<file path="src/rtl/seven_seg_pkg.sv">
// Shared definitions for the seven-segment display link.
// Holds the hex glyph table (bit0 = segment a ... bit6 = segment g),
// the capture FSM state type and the default timing parameters.
package seven_seg_pkg;

  localparam int FREQ_DEF  = 20000;
  localparam int CBITS_DEF = 15;
  localparam int TOL_DEF   = 16;

  // Glyph for nibble value i lives at index i.
  localparam logic [6:0] GLYPH_TBL [16] = '{
    7'h3F, 7'h06, 7'h5B, 7'h4F, 7'h66, 7'h6D, 7'h7D, 7'h07,
    7'h7F, 7'h6F, 7'h77, 7'h7C, 7'h39, 7'h5E, 7'h79, 7'h71
  };

  typedef enum logic [1:0] {
    IDLE    = 2'd0,
    WAIT_LO = 2'd1,
    WAIT_HI = 2'd2
  } state_e;

endpackage

</file>
<file path="src/rtl/seven_seg_capture_if.sv">
// Display-link monitor bus.
//   segment, sig : multiplexed pattern and its one-cycle strobe (from the link)
//   rx_word      : last complete frame {hi_pattern, lo_pattern}
//   hex_hi/lo    : decoded digits, hex_ok when both are legal glyphs
//   frame_valid  : one-cycle pulse when the frame outputs update
//   locked       : a good frame has arrived since reset or the last error
//   gap_err      : one-cycle pulse on a strobe-timing violation
// master = link/monitor side, slave = capture block.
interface seven_seg_capture_if;
  logic [6:0]  segment;
  logic        sig;
  logic [13:0] rx_word;
  logic [3:0]  hex_hi;
  logic [3:0]  hex_lo;
  logic        hex_ok;
  logic        frame_valid;
  logic        locked;
  logic        gap_err;

  modport master (
    output segment, sig,
    input  rx_word, hex_hi, hex_lo, hex_ok, frame_valid, locked, gap_err
  );

  modport slave (
    input  segment, sig,
    output rx_word, hex_hi, hex_lo, hex_ok, frame_valid, locked, gap_err
  );
endinterface

</file>
<file path="src/rtl/seven_seg_decode.sv">
// Combinational seven-segment pattern to hex nibble decoder.
//   pattern : 7-bit segment pattern, bit0 = a
//   legal   : pattern is one of the 16 hex glyphs
//   nibble  : decoded value, 4'h0 when the pattern is not a glyph
module seven_seg_decode
  import seven_seg_pkg::*;
(
  input  logic [6:0] pattern,
  output logic       legal,
  output logic [3:0] nibble
);

  // Glyphs are all distinct, so at most one table entry can match.
  always_comb begin
    legal  = 1'b0;
    nibble = 4'h0;
    for (int i = 0; i < 16; i++) begin
      if (pattern == GLYPH_TBL[i]) begin
        legal  = 1'b1;
        nibble = 4'(i);
      end
    end
  end

endmodule

</file>
<file path="src/rtl/seven_seg_capture.sv">
// Receive side of the two-digit multiplexed seven-segment link.
// Samples `segment` on each `sig` strobe, pairs hi/lo digits into a
// 14-bit frame, decodes both digits and polices strobe spacing against
// the transmitter refresh period (FREQ+1 cycles, +/- TOL).
//   clk : system clock, rising edge
//   rst : asynchronous active-low reset
//   bus : seven_seg_capture_if slave modport (inputs segment/sig, status outputs)
//
// state   | meaning
// IDLE    | unsynchronised; next strobe is taken as the hi digit, no gap check
// WAIT_LO | hi digit held, expecting the lo strobe inside the window
// WAIT_HI | frame done, expecting the next hi strobe inside the window
module seven_seg_capture
  import seven_seg_pkg::*;
#(
  parameter int FREQ  = FREQ_DEF,
  parameter int CBITS = CBITS_DEF,
  parameter int TOL   = TOL_DEF
) (
  input  logic                clk,
  input  logic                rst,
  seven_seg_capture_if.slave  bus
);

  localparam int GW     = CBITS + 1;
  localparam int LO_RAW = FREQ + 1 - TOL;
  localparam logic [GW-1:0] WIN_LO = (LO_RAW < 0) ? '0 : GW'(LO_RAW);
  localparam logic [GW-1:0] WIN_HI = GW'(FREQ + 1 + TOL);

  state_e          state_q, state_d;
  logic [GW-1:0]   gcnt_q, gcnt_d;
  logic [6:0]      hi_q, hi_d;
  logic [13:0]     rx_word_q, rx_word_d;
  logic [3:0]      hex_hi_q, hex_hi_d;
  logic [3:0]      hex_lo_q, hex_lo_d;
  logic            hex_ok_q, hex_ok_d;
  logic            frame_valid_q, frame_valid_d;
  logic            locked_q, locked_d;
  logic            gap_err_q, gap_err_d;

  logic            hi_legal, lo_legal;
  logic [3:0]      hi_nib, lo_nib;
  logic            in_window;

  // The hi digit decodes from the latch; the lo digit decodes straight off
  // the bus so the frame can complete on the lo strobe edge.
  seven_seg_decode u_dec_hi (
    .pattern (hi_q),
    .legal   (hi_legal),
    .nibble  (hi_nib)
  );

  seven_seg_decode u_dec_lo (
    .pattern (bus.segment),
    .legal   (lo_legal),
    .nibble  (lo_nib)
  );

  assign in_window = (gcnt_q >= WIN_LO) && (gcnt_q <= WIN_HI);

  always_comb begin
    state_d       = state_q;
    hi_d          = hi_q;
    rx_word_d     = rx_word_q;
    hex_hi_d      = hex_hi_q;
    hex_lo_d      = hex_lo_q;
    hex_ok_d      = hex_ok_q;
    locked_d      = locked_q;
    frame_valid_d = 1'b0;
    gap_err_d     = 1'b0;

    // gcnt holds the spacing to the previous strobe at the moment a strobe
    // arrives; it saturates so a long silence cannot wrap back into window.
    if (bus.sig)
      gcnt_d = GW'(1);
    else if (&gcnt_q)
      gcnt_d = gcnt_q;
    else
      gcnt_d = gcnt_q + GW'(1);

    case (state_q)
      IDLE: begin
        if (bus.sig) begin
          hi_d    = bus.segment;
          state_d = WAIT_LO;
        end
      end

      WAIT_LO, WAIT_HI: begin
        // Early (or late) strobe and silence past the window both drop
        // sync; the errored strobe is discarded, not reused as a hi digit.
        if ((bus.sig && !in_window) || (!bus.sig && gcnt_q > WIN_HI)) begin
          gap_err_d = 1'b1;
          locked_d  = 1'b0;
          state_d   = IDLE;
        end else if (bus.sig) begin
          if (state_q == WAIT_LO) begin
            rx_word_d     = {hi_q, bus.segment};
            hex_hi_d      = hi_nib;
            hex_lo_d      = lo_nib;
            hex_ok_d      = hi_legal && lo_legal;
            frame_valid_d = 1'b1;
            locked_d      = 1'b1;
            state_d       = WAIT_HI;
          end else begin
            hi_d    = bus.segment;
            state_d = WAIT_LO;
          end
        end
      end

      default: state_d = IDLE;
    endcase
  end

  always_ff @(posedge clk or negedge rst) begin
    if (!rst) begin
      state_q       <= IDLE;
      gcnt_q        <= '0;
      hi_q          <= '0;
      rx_word_q     <= '0;
      hex_hi_q      <= '0;
      hex_lo_q      <= '0;
      hex_ok_q      <= 1'b0;
      frame_valid_q <= 1'b0;
      locked_q      <= 1'b0;
      gap_err_q     <= 1'b0;
    end else begin
      state_q       <= state_d;
      gcnt_q        <= gcnt_d;
      hi_q          <= hi_d;
      rx_word_q     <= rx_word_d;
      hex_hi_q      <= hex_hi_d;
      hex_lo_q      <= hex_lo_d;
      hex_ok_q      <= hex_ok_d;
      frame_valid_q <= frame_valid_d;
      locked_q      <= locked_d;
      gap_err_q     <= gap_err_d;
    end
  end

  assign bus.rx_word     = rx_word_q;
  assign bus.hex_hi      = hex_hi_q;
  assign bus.hex_lo      = hex_lo_q;
  assign bus.hex_ok      = hex_ok_q;
  assign bus.frame_valid = frame_valid_q;
  assign bus.locked      = locked_q;
  assign bus.gap_err     = gap_err_q;

endmodule
</file>
<file path="src/flat_wrapper.sv">
// flat-port wrapper written by rule: the top's interface ports become plain ports
module seven_seg_capture_flat import seven_seg_pkg::*;
#(
  parameter int FREQ  = FREQ_DEF,
  parameter int CBITS = CBITS_DEF,
  parameter int TOL   = TOL_DEF
)
  (clk, rst, bus_segment, bus_sig, bus_rx_word, bus_hex_hi, bus_hex_lo, bus_hex_ok, bus_frame_valid, bus_locked, bus_gap_err);
  seven_seg_capture_if bus_i ();
  input  logic clk;
  input  logic rst;
  input wire logic [$bits(bus_i.segment)-1:0] bus_segment;
  input wire logic [$bits(bus_i.sig)-1:0] bus_sig;
  output wire logic [$bits(bus_i.rx_word)-1:0] bus_rx_word;
  output wire logic [$bits(bus_i.hex_hi)-1:0] bus_hex_hi;
  output wire logic [$bits(bus_i.hex_lo)-1:0] bus_hex_lo;
  output wire logic [$bits(bus_i.hex_ok)-1:0] bus_hex_ok;
  output wire logic [$bits(bus_i.frame_valid)-1:0] bus_frame_valid;
  output wire logic [$bits(bus_i.locked)-1:0] bus_locked;
  output wire logic [$bits(bus_i.gap_err)-1:0] bus_gap_err;
  assign bus_i.segment = bus_segment;
  assign bus_i.sig = bus_sig;
  assign bus_rx_word = bus_i.rx_word;
  assign bus_hex_hi = bus_i.hex_hi;
  assign bus_hex_lo = bus_i.hex_lo;
  assign bus_hex_ok = bus_i.hex_ok;
  assign bus_frame_valid = bus_i.frame_valid;
  assign bus_locked = bus_i.locked;
  assign bus_gap_err = bus_i.gap_err;
  seven_seg_capture #(.FREQ(FREQ), .CBITS(CBITS), .TOL(TOL)) u_core (.clk(clk), .rst(rst), .bus(bus_i));
endmodule
</file>
<file path="config.mk">
export PLATFORM = sky130hd
export DESIGN_NAME = seven_seg_capture_flat
export DESIGN_NICKNAME = d
export VERILOG_FILES = /design/src/rtl/seven_seg_pkg.sv /design/src/rtl/seven_seg_capture_if.sv /design/src/rtl/seven_seg_decode.sv /design/src/rtl/seven_seg_capture.sv /design/src/flat_wrapper.sv
export SDC_FILE = /design/constraint.sdc
export NUM_CORES = 1
export LEC_CHECK = 0
export BUFFER_PORTS_ARGS = -buffer_cell sky130_fd_sc_hd__clkbuf_2
export CORE_MARGIN = 2
export CORE_UTILIZATION = 58
export CTS_BUF_LIST = sky130_fd_sc_hd__clkbuf_8 sky130_fd_sc_hd__clkbuf_16
export DETAILED_ROUTE_END_ITERATION = 16
export HOLD_SLACK_MARGIN = 0.06
export PLACE_DENSITY = 0.85
export REMOVE_ABC_BUFFERS = 1
export SLEW_MARGIN = 20
export SYNTH_ARGS = -nofsm -noshare
export SYNTH_HDL_FRONTEND = slang
export SYNTH_SLANG_ARGS = --single-unit
</file>
<file path="constraint.sdc">
create_clock -name clk -period 3.3 [get_ports clk]
set_clock_uncertainty 0.1 [all_clocks]
set_input_delay 0.33 -clock clk [delete_from_list [all_inputs] [get_ports clk]]
set_output_delay 0.33 -clock clk [all_outputs]
set_load 0.1 [all_outputs]
</file>
Word-level counts from Yosys, hierarchy flattened
Index checks and enable logic that the tools add are counted.
Widths: inputs -> output; s select.
{ "classes": {"n_addsub": 1, "magnitude_cmp": 3, "eq_ne": 40, "mux": 83, "bitwise": 1, "reduce_logical": 17} }
{ "ops": {"columns": ["op", "count"], "rows": [
  ["$eq 7x7->1 const B", 24],
  ["$mux 4", 28],
  ["$mux 1", 43],
  ["$mux 16", 2],
  ["$eq 7x3->1 const B", 4],
  ["$eq 7x6->1 const B", 4],
  ["$mux 7", 4],
  ["$add 16x1->16 const B", 1],
  ["$ge 16x15->1 const B", 1],
  ["$gt 16x15->1 const B", 1],
  ["$le 16x15->1 const B", 1],
  ["$reduce_and 16->1", 1],
  ["$pmux 7 s2", 1],
  ["$ne 2x2->1 const B", 5],
  ["$mux 2", 4],
  ["$reduce_bool 2->1", 3],
  ["$reduce_and 5->1", 1],
  ["$logic_and 1x1->1", 4],
  ["$pmux 2 s2", 1],
  ["$reduce_and 4->1", 1],
  ["$ne 3x2->1 const B", 1],
  ["$reduce_and 3->1", 1],
  ["$eq 2x1->1 const B", 1],
  ["$eq 2x2->1 const B", 1],
  ["other kinds (6)", 7]
]} }
{ "totals": {"reg_bits": 51, "inputBits": 10, "output_inout_bits": 26} }

Longest topological paths before layout
Gate-level depths: netlist of run 1.
{ "logic_depth": {"ltp_word": 18, "mapped_depth": 9, "mapped_depth_nobuf": 8} }

Modules after synthesis
A second synthesis of run 1 with hierarchy kept.
{ "unflattened": {"hier_cells": 333, "area_unflattened_um2": 3385.7} }
{ "modules_own_cells": {"columns": ["module", "n_inst", "cells_each", "area_each_um2", "seq_area_each_um2"], "rows": [
  ["seven_seg_capture", 1, 209, 2560.0, 1276.2],
  ["seven_seg_decode", 2, 62, 412.9, 0.0]
]} }

Least setup slack after synthesis of run 1
OpenSTA, ideal clock, no wires.
{ "synth_path": {"path_kind": "register -> register", "start": "register u_core.gcnt_q[0]", "end": "register u_core.rx_word_q[10] (netlist: u_core.bus.rx_word[10])", "setup_ns": 0.126, "arrival_time_ns": 2.547, "required_time_ns": 3.074, "slack_ns": 0.527, "stages_incl_launch_ff": 8, "period_less_slack_ns": 2.773, "path_cell_list": "dfrtp_1 > ha_1 > or4b_2 > a2111oi_0 > o211ai_1 > o211ai_1 > buf_4 > mux2_2"} }
{ "synth_between": {"elab_chain_len": 7} }
{ "synth_lines": {"columns": ["element", "line_no", "source"], "rows": [
  ["start, declared", "seven_seg_capture.sv:31", "logic [GW-1:0] gcnt_q, gcnt_d;"],
  ["start signal, assigned", "seven_seg_capture.sv:130", "gcnt_q <= gcnt_d;"],
  ["$ge 16x15->1 / $le 16x15->1 (equally long branches)", "seven_seg_capture.sv:59", "assign in_window = (gcnt_q >= WIN_LO) && (gcnt_q <= WIN_HI);"],
  ["$logic_and 1x1->1", "seven_seg_capture.sv:59", null],
  ["$logic_not 1->1", "seven_seg_capture.sv:92", "if ((bus.sig && !in_window) || (!bus.sig && gcnt_q > WIN_HI)) begin"],
  ["$logic_and 1x1->1", "seven_seg_capture.sv:92", null],
  ["$logic_or 1x1->1 *", "seven_seg_capture.sv:92", null],
  ["$not 1->1 (no line) *", null, null],
  ["$reduce_and 4->1 (no line) *", null, null],
  ["end signal, assigned", "seven_seg_capture.sv:132", "rx_word_q <= rx_word_d;"],
  ["end, declared", "seven_seg_capture.sv:33", "logic [13:0] rx_word_q, rx_word_d;"]
]} }
Mark *: on every way between the ends. The rest lies on a longest branch, timed or not.
A chain may end at the register's enable or synchronous reset.

Worst setup path in the final report of run 1
{ "layout_path": {"start": "register u_core.gcnt_q[0]", "end": "register u_core.rx_word_q[13] (netlist: u_core.bus.rx_word[13])"} }
Same word-level chain as after synthesis.

==> flow_summary.yaml, run 1 <==
power:
  p_total_uw: 3280
  p_leak_uw: 0.00142
  p_per_area_nw_per_um2: 991
  irDropWorstVdd_v: 0.000593
clocking:
  clock_latency_ns: 0.30
  cts-hold-fix-buffers: 0
  clk_pin_slew_ns: 0.09
  clock-root-buffer: "clkbuf_8"
  tritoncts: "yes"
  cts_buffer_depth: 2
  cts_resized: 0
  postCtsSetupBuffers: 0
  numClockSinks: 51
  cts_buffers: 5
  cts_max_level: 2
placed_design:
  port_buffers: 35
  numPlacedInstances: 409
  gp_congestion: 0.853
  place_area_sq_um: 3200
  hpwl_microns: 4210
run_status:
  outcome: "finished clean"
final_layout:
  drive_above_1_share_pct: 19.9
  nets: 362
  layout.cells.non_filler: 416
  syn_to_final_growth_pct: 9.81
  regArea_sq_um: 1280
  design_area_sq_um: 3310
  multi_input_area_sq_um: 1600
  fin_util_pct: 65.6
  fillers: 411
  num_antenna_cells: 0
sta:
  fin_crit_sh_pct: 91.1
  finalHoldViolCount: 0
  worstMarginPinSlew_ns: 0.954
  relSlewSlack_pct: 36.4
  drv_slew: 0
  setup_viol: 0
  rsz0062_at_grt: "no"
  min_period_ns: 3.00
  setup_tns_ns: 0
  fmax_mhz: 333
detailed_routing:
  wl_per_cell_microns: 14.5
  route.detailed.drc: 0
  drt-initial-drc-count: 288
  drtAntennaViolNets: 0
  vias: 2506
  wirelength_microns: 6040
  drt-pass1-iter-count: 4
  viasPerCell: 6.02
die:
  io_pins: 36
  die_w_microns: 76.0
  die_h_microns: 76.0
  die_area_sq_um: 5780
  core_region_area_sq_um: 5040
  initial_core_util_pct: 59.7
  rows: 26
synthesis:
  synthXorXnorAreaFrac_pct: 4.07
  ys_types: 57
  yosys.area_share.adder_pct: 2.83
  synth_top_area_share_pct: 42.4
  yosysWarnings: 0
  synthMostInstantiatedCell: "dfrtp_1"
  synth-main-ff-cell: "dfrtp_1"
  synthTopCellsByCount: "dfrtp_1 (51), nand2_1 (30), nor2_1 (30), clkbuf_1 (20), mux2_2 (20)"
  syn-mean-instance-area_sq_um: 9.29
  synth-edff-count: 0
  synth_seq_cells: 51
  synth_top_family_by_area: "simple AND/OR/NAND/NOR gates"
  synth_simple_gate_area_share_pct: 22.8
  synth_cells: 324
  synth_mux_area_share_pct: 7.81
  synth-async-reset-ratio_pct: 100
  yosys.area.top_type: "dfrtp_1"
  ys_seq_area_share_pct: 42.4
  syn-cell-area_sq_um: 3010
  synthTopCellsByArea: "dfrtp_1 (42%), mux2_2 (7.5%), nand2_1 (3.7%)"
  synth_compound_area_share_pct: 15.5
worst_setup_path:
  crit_path_max_incr_delay_ns: 0.61
  path_common_cell: "o211ai_1"
  path_delay_family: "compound AO/OA/AOI/OAI gates"
  cp_cell_sequence: "ha_1, or4b_2, a2111oi_0, o211ai_1, o211ai_1, buf_4, mux2_2"
  startpoint: "u_core.gcnt_q[0]"
  end_kind: "flip-flop"
  cp.arrival_ns: 3.09
  critical_path.max_fanout: 22
  cp_slowest_cell: "or4b_2"
  worstPathRequired_ns: 3.38
  critPathBufInv: 1
  critical_path_class: "reg2reg"
  rr_startpoint: "u_core.gcnt_q[0]"
  cp-start-kind: "flip-flop"
global_routing:
  grt_max_degree: 40
  overflow: 0
  grt_use_total_pct: 21.7
  grt_pass1_vias: 2371
  grt_first_pass_wirelength_microns: 10500
  antenna_found_initial: 0
worst_hold_path:
  worstHoldPathType: "in2async"
flow_run:
  drv_cap: 0
[flip-flops by register name, indices dropped and copies added, names as in the netlist]
name / cells
u_core.bus.locked: 1
u_core.bus.hex_ok: 1
u_core.bus.hex_hi: 4
u_core.state_q: 2
u_core.bus.hex_lo: 4
u_core.bus.frame_valid: 1
u_core.hi_q: 7
u_core.bus.gap_err: 1
u_core.bus.rx_word: 14
u_core.gcnt_q: 16
[power breakdown]
group	switching (uW)	internal (uW)
Sequential	244	818
Clock	201	220
Combinational	1380	411
Total	1830	1450
[layer usage]
layer	vias to the layer above	wire [microns]	track usage, %
met5	-	0	0
met3	15	263	3.32
met4	0	132	8.36
met2	77	3010	38.4
met1	1201	2630	27.0
li1	1213	-	-
[area by class of cell]
class	count	area share, %
tap	70	2.65
clock inverter	2	1.02
multi-input combinational	238	48.3
inverter	12	1.36
sequential	51	38.6
timing repair buffer	38	5.98
clock buffer	5	2.08
[metrics by stage]
step           hold slack, ns  setup WS (ns)
2_1_floorplan         -0.0656          0.108
3_3_place_gp            0.361          0.374
3_5_place_dp            0.370          0.316
4_1_cts                0.0988          0.301
5_1_grt                 0.137         0.0762
6_report               0.0585          0.295
[layout by cell type (no fill, tap or decap), types with 6 or more instances in the layout]
cell       n
dfrtp_1   51
a31oi_1    7
mux2_2    20
inv_1     13
clkbuf_2  35
a21oi_1   10
xor2_1     8
ha_1       6
xnor2_1    6
nand3_1   14
nor3_1     9
nor2_1    30
o21ai_0   17
nand2_1   30
[logic make-up (layout without fill, tap and decap cells)]
| family | after synthesis | count (layout) |
|---|---|---|
| AOI/OAI and AO/OA | 67 | 67 |
| and+or+nand+nor | 129 | 129 |
| adders and majority gates | 7 | 7 |
| DFF | 51 | 51 |
| buffers and inverters | 35 | 57 |
| xor gates and xnor gates | 14 | 14 |
| muxes | 21 | 21 |
[worst paths after layout]
kind / endpoint / slack [ns] / cells past startpoint
setup reg to reg: u_core.bus.rx_word[13] / 0.30 / 7
min in group clk: u_core.hi_q[6] / 0.34 / 2
max in group asynchronous: u_core.bus.rx_word[8] / 2.30 / 2
hold reg to reg: u_core.bus.hex_hi[2] / 0.39 / 2
setup / recovery: u_core.bus.rx_word[13] / 0.30 / 7
hold / removal: u_core.bus.rx_word[0] / 0.06 / 1
(Power assumes the default switching activity.)
==> run 2, diff against run 1 <==
- REMOVE_ABC_BUFFERS: 1 -> unset
==> run 2 against run 1 <==
Via count is 0.76% higher. Sequential power about the same. Critical path depth unchanged. Utilization rose by 0.35 points. Wire length grew 6.6%. Total power is 1.8% higher. Flip-flop and latch count unchanged. Cell count is 0.24% higher. Sequential share of layout area down 0.20 points. Non-clock buffer count unchanged. Critical path type unchanged. Critical endpoint is now u_core.bus.rx_word[0].
==> flow_summary.yaml, run 2 (synthesis gave the netlist of run 1 again) <==
clocking:
  tritoncts: "yes"
  cts_max_level: 2
  clock_latency_ns: 0.30
  clock-root-buffer: "clkbuf_8"
  cts_buffers: 5
  postCtsSetupBuffers: 0
  cts_buffer_depth: 2
  clk_pin_slew_ns: 0.09
  numClockSinks: 51
  cts-hold-fix-buffers: 1
  cts_resized: 0
global_routing:
  overflow: 0
  antenna_found_initial: 0
  grt_first_pass_wirelength_microns: 11200
  grt_max_degree: 34
  grt_pass1_vias: 2434
  grt_use_total_pct: 23.4
power:
  p_per_area_nw_per_um2: 1000
  p_sw_uw: 1860
  swShare_pct: 55.8
  clkPwrFrac_pct: 13.4
  p_leak_uw: 0.00142
  irDropWorstVdd_v: 0.000508
  intPower_uw: 1480
  power_frac_seq_pct: 32.1
  p_total_uw: 3330
  p_comb_share_pct: 54.5
detailed_routing:
  route.detailed.drc: 0
  drt-initial-drc-count: 333
  wl_per_cell_microns: 15.4
  vias: 2525
  viasPerCell: 6.06
  drt-pass1-iter-count: 4
  drtAntennaViolNets: 0
  wirelength_microns: 6440
worst_setup_path:
  cp.arrival_ns: 3.11
  rr_startpoint: "u_core.gcnt_q[0]"
  cp-start-kind: "flip-flop"
  reg2regPathDepth: 7
  ff2ff_setup_slack_ns: 0.27
  r2r-end: "u_core.bus.rx_word[0]"
  worstPathRequired_ns: 3.38
  critical_path.max_fanout: 33
  critical_path_class: "reg2reg"
  end_kind: "flip-flop"
flow_run:
  drv_cap: 0
die:
  die_h_microns: 76.0
  core_region_area_sq_um: 5040
  rows: 26
  io_pins: 36
  die_w_microns: 76.0
  die_area_sq_um: 5780
  initial_core_util_pct: 59.7
final_layout:
  nets: 362
  fin_util_pct: 65.9
  syn_to_final_growth_pct: 10.4
  largest_reg_flops: 16
  num_antenna_cells: 0
  fillers: 421
  final_common_cell: "dfrtp_1"
  drive_above_1_share_pct: 20.2
  design_area_sq_um: 3320
  layout.cells.most_common_list: "dfrtp_1 (51), clkbuf_2 (35), nor2_1 (30), nand2_1 (30), mux2_2 (20)"
  regMostFlops: "u_core.gcnt_q"
sta:
  drv_slew: 0
  fin_crit_sh_pct: 91.8
  hold_ws_ns: 0.343
  rsz0062_at_grt: "no"
  fmax_mhz: 330
  setup_viol: 0
  relSlewSlack_pct: 48.2
  finalHoldViolCount: 0
  worstMarginPinSlew_ns: 0.777
  setup_tns_ns: 0
  min_period_ns: 3.03
worst_hold_path:
  worstHoldPathType: "in2reg"
  min-delay-start: "bus_segment[6]"
  hold_path_end: "u_core.bus.rx_word[6]"
  hold_path_depth: 2
synthesis:
  synthesis.nets: 340
placed_design:
  gp_congestion: 0.852
  port_buffers: 35
  place_area_sq_um: 3200
  hpwl_microns: 4430
run_status:
  outcome: "finished clean"
==> run 2: cell count changes in the layout (fill, tap and decap cells not counted) <==
cell           change
clkbuf_8           +1
inv_1              -1
dlygate4sd3_1      +1
clkinv_2           +1
buf_4              -1
==> run 2: area by class of cell <==
cell class / instances / area, sq um / area share [%]
Tap cell: 70 / 87.6 / 2.64
Clock buffer: 6 / 82.6 / 2.48
Timing Repair Buffer: 38 / 200 / 6.02
Sequential cell: 51 / 1280 / 38.4
Clock inverter: 2 / 35.0 / 1.05
Multi-Input combinational cell: 238 / 1600 / 48.0
Inverter: 12 / 45.0 / 1.36
==> run 2: power groups by stage <==
| stage | Combinational, uW | Clock (uW) | Sequential (uW) |
|---|---|---|---|
| final | 1820 | 447 | 1070 |
| after global routing | 1910 | 493 | 1110 |
| after CTS | 1820 | 458 | 1070 |
| after detailed placement | 1810 | 0 | 1080 |
| after global placement | 1760 | 0 | 1070 |
| after floorplan | 657 | 0 | 1930 |
==> run 2: routing by layer <==
| layer | share of wire [%] | up-vias | track usage [%] |
|---|---|---|---|
| li1 | - | 1217 | - |
| met1 | 42 | 1223 | 29.1 |
| met2 | 52 | 71 | 41.5 |
| met3 | 4.7 | 14 | 4.15 |
| met4 | 1.4 | 0 | 7.64 |
| met5 | 0 | - | 0 |
==> run 2: worst max path at each step <==
stage / start / to / slack (ns) / cells after the start
2_1_floorplan: u_core.gcnt_q[0] / u_core.bus.rx_word[10] / 0.53 / 7
3_3_place_gp: u_core.gcnt_q[0] / u_core.bus.rx_word[9] / 0.40 / 7
3_5_place_dp: u_core.gcnt_q[0] / u_core.bus.rx_word[13] / 0.28 / 7
4_1_cts: u_core.gcnt_q[0] / u_core.hi_q[3] / 0.26 / 8
5_1_grt: u_core.gcnt_q[1] / u_core.hi_q[3] / 0.05 / 8
6_report: u_core.gcnt_q[0] / u_core.bus.rx_word[0] / 0.27 / 7
==> run 2: worst max-delay path, cell delays in order (launching register included) <==
cell and delay [ns]:
dfrtp_1 0.44, ha_1 0.24, or4b_2 0.62, a2111oi_0 0.46
o211ai_1 0.19, o211ai_1 0.14, buf_4 0.34, mux2_2 0.38
==> run 2: metrics by stage <==
| step | setup WS (ns) | instances |
|---|---|---|
| 2_1_floorplan | 0.527 | 324 |
| 3_3_place_gp | 0.403 | 408 |
| 3_5_place_dp | 0.284 | 408 |
| 4_1_cts | 0.257 | 417 |
| 5_1_grt | 0.0517 | 417 |
| 6_report | 0.272 | 417 |
==> run 3, diff against run 2 <==
- clock period: 3.3 -> 3.2 ns (I/O delays scaled with it)
==> run 3 against run 2 <==
Final area shrank 0.26%. Global-route usage is 1.2 points lower. Cell count increased by 0.24%. Die area stayed put. Flip-flop and latch count stayed put. Largest cell class unchanged. Highest routed layer unchanged.
==> flow_summary.yaml, run 3 (synthesis gave the netlist of run 1 again) <==
worst_setup_path:
  cp_cell_sequence: "inv_1, ha_1, or3b_2, a211oi_1, o31a_1, o21ai_2, a2111oi_4, mux2_2"
  critical_path.max_fanout: 7
  cp_slowest_cell: "a2111oi_4"
  crit_path_max_incr_delay_ns: 0.64
  rr_startpoint: "u_core.gcnt_q[0]"
  cp-start-kind: "flip-flop"
  startpoint: "u_core.gcnt_q[0]"
  critical_path_class: "reg2reg"
  cp.arrival_ns: 3.07
  end_kind: "flip-flop"
  worstPathRequired_ns: 3.29
placed_design:
  port_buffers: 35
  gp_congestion: 0.881
  numPlacedInstances: 409
  hpwl_microns: 4320
final_layout:
  regMostFlops: "u_core.gcnt_q"
  final_common_cell: "dfrtp_1"
  regArea_sq_um: 1280
  multi_input_area_sq_um: 1600
  layout.cells.most_common_list: "dfrtp_1 (51), clkbuf_2 (35), nor2_1 (30), nand2_1 (30), mux2_2 (20)"
  syn_to_final_growth_pct: 10.1
  num_antenna_cells: 0
  fillers: 417
  largest_reg_flops: 16
  layout.cells.non_filler: 418
  nets: 363
  drive_above_1_share_pct: 20.1
global_routing:
  grt_first_pass_wirelength_microns: 10600
  antenna_found_initial: 0
  grt_pass1_vias: 2345
  grt_use_total_pct: 22.2
  grt_max_degree: 38
  overflow: 0
die:
  die_h_microns: 76.0
  rows: 26
  die_area_sq_um: 5780
  core_region_area_sq_um: 5040
  die_w_microns: 76.0
  io_pins: 36
  initial_core_util_pct: 59.7
sta:
  worstMarginPinSlew_ns: 0.871
  fmax_mhz: 336
  hold_ws_ns: 0.335
  finalHoldViolCount: 0
  relSlewSlack_pct: 41.9
  fin_crit_sh_pct: 93.1
  rsz0062_at_grt: "no"
  drv_slew: 0
  setup_tns_ns: 0
  min_period_ns: 2.98
  setup_viol: 0
clocking:
  tritoncts: "yes"
  clk_pin_slew_ns: 0.09
  numClockSinks: 51
  cts_max_level: 2
  cts_buffers: 5
  clock-root-buffer: "clkbuf_8"
  clock_latency_ns: 0.31
  cts_buffer_depth: 2
detailed_routing:
  drt-pass1-iter-count: 4
  m1WireLength_microns: 2650
  dr_wl_met2_microns: 3150
  vias: 2506
  wl_per_cell_microns: 14.9
  wl_met3_microns: 358
  highest_layer: "met4"
  viasPerCell: 6.00
  route.detailed.drc: 0
  drt-initial-drc-count: 231
  wirelength_microns: 6230
  drtAntennaViolNets: 0
power:
  irDropWorstVdd_v: 0.000638
  power_frac_seq_pct: 32.9
  p_comb_share_pct: 55.1
  intPower_uw: 1460
  clkPwrFrac_pct: 12.0
  swShare_pct: 56.6
  p_sw_uw: 1910
  p_per_area_nw_per_um2: 1020
  p_leak_uw: 0.00142
  p_total_uw: 3380
flow_run:
  drv_cap: 0
run_status:
  outcome: "finished clean"
worst_hold_path:
  min-delay-start: "bus_segment[6]"
  worstHoldPathType: "in2reg"
synthesis:
  synthesis.nets: 340
## run 3: cell types whose count changed in the layout (fill, tap and decap cells not counted), sizes merged
cell | before | now
buf | 2 | 3
inv | 12 | 13
clkbuf | 41 | 42
bufinv | 1 | 0
clkinv | 1 | 0
## run 3: cell type report
| type | instances | share of cell area [%] |
|---|---|---|
| clock buffers | 7 | 2.91 |
| clock inverters | 1 | 0.113 |
| inverters | 12 | 1.36 |
| multi-input cells | 238 | 48.2 |
| flip-flops and latches | 51 | 38.5 |
| well taps | 70 | 2.64 |
| repair buffers | 39 | 6.27 |
## run 3: critical path, delay by kind of cell (launching register included)
family,cells,cell delay [ns]
muxes,1,0.40
and+or+nand+nor,1,0.44
adders and majority gates,1,0.15
buffers and inverters,1,0.08
AOI/OAI and AO/OA,4,1.25
DFF,1,0.44
## run 3: power groups by stage
stage / Combinational (uW) / Clock (uW) / Sequential (uW)
after CTS: 1870 / 411 / 1100
after floorplan: 678 / 0 / 1990
after global placement: 1830 / 0 / 1100
final: 1860 / 404 / 1110
after global routing: 1960 / 437 / 1140
after detailed placement: 1860 / 0 / 1110
## run 3: repair_timing
| action | CTS | global route |
|---|---|---|
| endpoints found under the hold margin | 21 | 0 |
| hold buffers | 1 | 0 |
| setup buffers | 0 | 0 |
| setup endpoints to repair | 0 | 4 |
| resized for setup | 0 | 1 |
## run 3: stage by stage
step	util, %	instance area, sq um	setup slack [ns]
3_3_place_gp	63.5	3200	0.321
6_report	65.7	3310	0.222
4_1_cts	65.7	3310	0.171
5_1_grt	65.7	3310	0.0152
3_5_place_dp	63.5	3200	0.207
2_1_floorplan	-	3010	0.427
## run 3: worst paths after layout
check / endpoint / slack, ns / cells after the start
hold / removal: u_core.bus.rx_word[6] / 0.33 / 2
setup reg to reg: u_core.hi_q[3] / 0.22 / 8
hold reg to reg: u_core.bus.hex_lo[1] / 0.38 / 2
min in group asynchronous: u_core.bus.rx_word[4] / 0.55 / 2
setup / recovery: u_core.hi_q[3] / 0.22 / 8
max in group asynchronous: u_core.gcnt_q[9] / 1.71 / 3
## run 3: per-layer routing
layer,vias to the layer above,track usage [%]
met3,7,3.32
met5,-,0
li1,1222,-
met1,1189,28.6
met4,0,8.36
met2,88,38.0
